==> config.mk <==
export PLATFORM = sky130hd
export DESIGN_NAME = mem_arbiter
export DESIGN_NICKNAME = d
export VERILOG_FILES = /design/src/rtl/mem_arb_pkg.sv /design/src/rtl/mem_arb_rr.sv /design/src/rtl/mem_arbiter.sv
export SDC_FILE = /design/constraint.sdc
export NUM_CORES = 1
export LEC_CHECK = 0
export CORE_MARGIN = 5
export CORE_UTILIZATION = 43
export CTS_CLUSTER_DIAMETER = 30
export DETAILED_ROUTE_END_ITERATION = 7
export DONT_BUFFER_PORTS = 1
export SLEW_MARGIN = 20
export SYNTH_ARGS = -nofsm -noshare
export SYNTH_HDL_FRONTEND = slang
export SYNTH_SLANG_ARGS = --single-unit
export TNS_END_PERCENT = 5
==> constraint.sdc <==
create_clock -name clk -period 3.4 [get_ports clk]
set_input_delay 0.34 -clock clk [delete_from_list [all_inputs] [get_ports clk]]
set_output_delay 0.34 -clock clk [all_outputs]
set_load 0.005 [all_outputs]
==> src/rtl/mem_arb_pkg.sv <==
// Shared types and default parameters for the two-requester memory arbiter.
package mem_arb_pkg;

  localparam int DEF_WIDTH   = 16;
  localparam int DEF_DEPTH   = 64;
  localparam int DEF_TIMEOUT = 8;

  // Transaction sequencer states: accept/arbitrate, drive memory, wait, respond.
  typedef enum logic [1:0] {
    IDLE  = 2'd0,
    ISSUE = 2'd1,
    WAIT  = 2'd2,
    RESP  = 2'd3
  } state_t;

endpackage

==> src/rtl/mem_arb_rr.sv <==
// Combinational round-robin selector for two requesters.
// A lone requester always wins; on a tie the requester not granted last wins.
module mem_arb_rr (
  input  logic [1:0] req,
  input  logic       last_grant,
  output logic       gnt_valid,
  output logic       gnt_idx
);

  // Pick the winner from the current request vector and the previous grant.
  always_comb begin
    // NOTE: every output gets a default first so no path can leave it unassigned (no latch).
    gnt_valid = |req;
    gnt_idx   = 1'b0;
    unique case (req)
      2'b01:   gnt_idx = 1'b0;
      2'b10:   gnt_idx = 1'b1;
      2'b11:   gnt_idx = ~last_grant;
      default: gnt_idx = 1'b0;
    endcase
  end

endmodule

==> src/rtl/mem_arbiter.sv <==
// Two-requester memory arbiter: round-robin grant, one outstanding memory
// transaction at a time, bounded wait with timeout error reporting.
module mem_arbiter
  import mem_arb_pkg::*;
#(
  parameter int WIDTH      = DEF_WIDTH,
  parameter int DEPTH      = DEF_DEPTH,
  parameter int ADDR_WIDTH = $clog2(DEPTH),
  parameter int TIMEOUT    = DEF_TIMEOUT
) (
  input  logic                  clk,
  input  logic                  rst,
  input  logic                  rq0_valid,
  input  logic                  rq1_valid,
  input  logic                  rq0_wr_rd,
  input  logic                  rq1_wr_rd,
  input  logic [ADDR_WIDTH-1:0] rq0_addr,
  input  logic [ADDR_WIDTH-1:0] rq1_addr,
  input  logic [WIDTH-1:0]      rq0_wdata,
  input  logic [WIDTH-1:0]      rq1_wdata,
  output logic                  rq0_ready,
  output logic                  rq1_ready,
  output logic [WIDTH-1:0]      rq0_rdata,
  output logic [WIDTH-1:0]      rq1_rdata,
  output logic                  rq0_err,
  output logic                  rq1_err,
  output logic                  mem_valid,
  output logic                  mem_wr_rd,
  output logic [ADDR_WIDTH-1:0] mem_addr,
  output logic [WIDTH-1:0]      mem_wdata,
  input  logic                  mem_ready,
  input  logic [WIDTH-1:0]      mem_rdata,
  output logic                  busy
);

  localparam int              CNT_W    = $clog2(TIMEOUT) + 1;
  localparam logic [CNT_W-1:0] CNT_LAST = CNT_W'(TIMEOUT - 1);

  state_t                state, state_next;
  logic                  last_grant;
  logic                  winner;
  logic                  wr_rd_q;
  logic [ADDR_WIDTH-1:0] addr_q;
  logic [WIDTH-1:0]      wdata_q;
  logic [WIDTH-1:0]      rdata_q;
  logic                  err_q;
  logic [CNT_W-1:0]      count_q;
  logic                  gnt_valid;
  logic                  gnt_idx;

  mem_arb_rr u_rr (
    .req        ({rq1_valid, rq0_valid}),
    .last_grant (last_grant),
    .gnt_valid  (gnt_valid),
    .gnt_idx    (gnt_idx)
  );

  // State register; reset abandons any transaction in flight.
  always_ff @(posedge clk) begin
    // NOTE: sequential state uses non-blocking assignments so all flops update together.
    if (rst) state <= IDLE;
    else     state <= state_next;
  end

  // Next-state logic; mem_ready only matters while waiting.
  always_comb begin
    state_next = state;
    unique case (state)
      IDLE:    if (gnt_valid) state_next = ISSUE;
      ISSUE:   state_next = WAIT;
      WAIT:    if (mem_ready || count_q == CNT_LAST) state_next = RESP;
      RESP:    state_next = IDLE;
      default: state_next = IDLE;
    endcase
  end

  // Transaction datapath: latch winner fields, count wait cycles, capture result.
  always_ff @(posedge clk) begin
    if (rst) begin
      last_grant <= 1'b1;
      winner     <= 1'b0;
      wr_rd_q    <= 1'b0;
      addr_q     <= '0;
      wdata_q    <= '0;
      rdata_q    <= '0;
      err_q      <= 1'b0;
      count_q    <= '0;
    end else begin
      unique case (state)
        IDLE: begin
          if (gnt_valid) begin
            winner  <= gnt_idx;
            wr_rd_q <= gnt_idx ? rq1_wr_rd : rq0_wr_rd;
            addr_q  <= gnt_idx ? rq1_addr  : rq0_addr;
            wdata_q <= gnt_idx ? rq1_wdata : rq0_wdata;
            rdata_q <= '0;
            err_q   <= 1'b0;
          end
        end
        ISSUE: count_q <= '0;
        WAIT: begin
          if (mem_ready) begin
            rdata_q <= wr_rd_q ? '0 : mem_rdata;
            err_q   <= 1'b0;
          end else if (count_q == CNT_LAST) begin
            rdata_q <= '0;
            err_q   <= 1'b1;
          end else begin
            count_q <= count_q + 1'b1;
          end
        end
        RESP:    last_grant <= winner;
        default: ;
      endcase
    end
  end

  // Memory side: request strobe only in ISSUE, fields held from the latch.
  assign mem_valid = (state == ISSUE);
  assign mem_wr_rd = wr_rd_q;
  assign mem_addr  = addr_q;
  assign mem_wdata = wdata_q;
  assign busy      = (state != IDLE);

  // Requester side: only the winner sees the response, and only in RESP.
  assign rq0_ready = (state == RESP) && !winner;
  assign rq1_ready = (state == RESP) &&  winner;
  assign rq0_rdata = rq0_ready ? rdata_q : '0;
  assign rq1_rdata = rq1_ready ? rdata_q : '0;
  assign rq0_err   = rq0_ready && err_q;
  assign rq1_err   = rq1_ready && err_q;

endmodule

==> flow_summary.yaml <==
outcome:
  status: "complete, no violations"
sta:
  skew_ns: 0.0117
  slew-limit-headroom: 0.365
  rsz0062_at_grt: "false"
  min_period_ns: 2.38
  worst_slew_pin_slew_ns: 0.950
  max_freq_ghz: 0.421
  post-route-period-util: 0.699
  hold_violations: 0
  fin_tns_setup_ns: 0
  drv_slew: 0
  finalSetupViolCount: 0
routing:
  firstDrtPassIters: 4
  drc: 0
  ant_nets: 0
  via_per_inst: 5.51
  drt_iter0_drc: 76
  via_count: 1867
  wl_mm: 5.60
  post_drt_wl_per_cell_um: 16.5
synth:
  synth_fp_nets: 352
  netlist_area_um2: 2470
  synth_top_area_frac: 0.389
  netlist_instances: 278
  async_flop_share: 0
  synth_area_per_cell_um2: 8.88
  synth-edff-count: 0
  yosysSeqAreaShare: 0.389
  synthDistinctLibCells: 36
  synth_warnings: 0
  synth_most_common_cell: "dfxtp_1"
  synth_top_flop_cell: "dfxtp_1"
  synth_seq_cells: 48
  synth.top_cells.by_count: "dfxtp_1 (48), mux2i_1 (42), nand2_1 (37), and2_1 (18), nor2_1 (18)"
  yosysTopAreaCell: "dfxtp_1"
  synth.area.top_cells: "dfxtp_1 (39%), mux2i_1 (17%), nand2_1 (5.6%)"
grt:
  antenna_found_initial: 0
  grt_pass1_vias: 1841
  track_usage: 0.150
  grt_max_degree: 47
  grt_pass1_wl_mm: 8.80
  overflow: 0
pwr:
  power.density_nw_per_um2: 673
  ir_drop_v: 0.000342
  leakagePower_nw: 1.05
die:
  dieArea_um2: 7360
  die_h_um: 85.8
  die_w_um: 85.8
  initial_core_util: 0.446
  rows: 27
  core_area_um2: 5540
  ios: 128
worst_setup_path:
  cp_max_fo: 19
  crit_path_top_delay_cell: "nor2_1"
  critPathArrivalTime_ns: 2.04
  crit_path_cell_trace: "ha_1 -> buf_4 -> inv_1 -> nor2_1 -> and2_1"
  max_stage_delay_ns: 0.63
  endpoint_kind: "primary output"
  criticalPathCategory: "flip-flop to primary output"
  critPathLaunchType: "flip-flop"
  required_ns: 3.06
cts:
  cts_setup_buffers: 0
  clock_insertion_delay_worst_skew_ns: 0.30
  clkTransAtPathRegs_ns: 0.09
  cts_resized: 0
  cts_htree_levels: 2
  cts_buffers: 5
  holdBufCountCts: 0
  cts_buffer_depth: 2
  cts_sinks: 48
  root_buffer: "clkbuf_8"
  cts_tree: "yes"
layout:
  drive_gt1_frac: 0.0562
  n_antenna_cell: 0
  syn2layout_area_growth_pct: 4.00
  fin_nets: 340
  utilization: 0.464
  fillCellCount: 580
placed_design:
  dp_hpwl_mm: 4.15
  place_congestion: 0.740
  port_buffers: 0
job:
  cap_violations: 0
worst_hold_path:
  min_path_type: "primary input to flip-flop"
[flip-flops by register name, summed over array words and instances (netlist names)]
register and count:
mem_addr 6, mem_wr_rd 1, err_q 1, winner 1, last_grant 1, count_q 4, state 2, rdata_q 16
mem_wdata 16
[final timing paths]
path                            cells after the start  slack [ns]               startpoint                      end
worst min-delay path                                1        0.10                      rst      winner$_SDFFE_PP0P_
worst max-delay path                                5        1.02    state[1]$_SDFFE_PP0P_             rq0_rdata[1]
worst min register to register                      2        0.47  rdata_q[1]$_SDFFE_PP0P_  rdata_q[1]$_SDFFE_PP0P_
worst max register to register                      6        1.57    state[0]$_SDFFE_PP0P_  rdata_q[2]$_SDFFE_PP0P_
[stage by stage]
| step | hold WS [ns] | total power [mW] | setup slack [ns] | cell area (µm²) | std cells |
|---|---|---|---|---|---|
| 2_1_floorplan | 0.436 | 1.32 | 1.71 | 2470 | 278 |
| 3_3_place_gp | 0.414 | 1.38 | 1.35 | 2470 | 331 |
| 3_5_place_dp | 0.415 | 1.39 | 1.32 | 2470 | 331 |
| 4_1_cts | 0.0796 | 1.75 | 0.970 | 2570 | 339 |
| 5_1_grt | 0.0704 | 1.86 | 0.771 | 2570 | 339 |
| 6_report | 0.100 | 1.73 | 1.02 | 2570 | 339 |
[metal layers]
layer	GRT usage	wire length, µm
met5	0	0
met4	0.0647	74
met3	0.0490	465
met2	0.260	2820
met1	0.169	2240
[logic make-up after synthesis]
logic type      count (synthesis)  share of synthesized area
fa+ha+maj                       7                     0.0355
buf+inv                        28                     0.0608
simple gates                  107                      0.224
flops                          48                      0.389
mux                            42                      0.170
compound gates                 46                      0.121
[cells in the final DEF, fill, tap and decap left out, types with 2 or more instances in the layout]
master,count
dfxtp_1,48
mux2i_1,42
nand2_1,37
and2_1,18
nor2_1,18
and3_1,17
a211oi_1,17
a21oi_1,12
o21ai_0,9
ha_1,7
inv_1,6
clkbuf_8,6
buf_4,3
nand4_1,2
nand2b_1,2
and4b_1,2
nand4b_1,2
nand3_1,2
[power by group]
part           leakage [nW]  switching (mW)  internal (mW)  total [mW]
registers             0.393           0.101          0.678       0.779
logic                 0.609           0.345          0.243       0.589
clock network        0.0516           0.194          0.166       0.360
total                  1.05           0.641           1.09        1.73
[critical path, delay by kind of cell, from the launching register on]
kind	cells	cell delay, ns
simple gates	2	0.90
flops	1	0.40
buf+inv	2	0.27
fa+ha+maj	1	0.17
[layout make-up]
class | instances | area (µm²) | share of cell area
Clock buffer | 6 | 82.6 | 0.0321
Sequential cell | 48 | 961 | 0.374
Timing Repair Buffer | 3 | 22.5 | 0.00877
Inverter | 6 | 22.5 | 0.00877
Tap cell | 72 | 90.1 | 0.0351
Multi-Input combinational cell | 202 | 1380 | 0.536
Clock inverter | 2 | 13.8 | 0.00536
No activity file was read; power rests on OpenSTA's default activity.
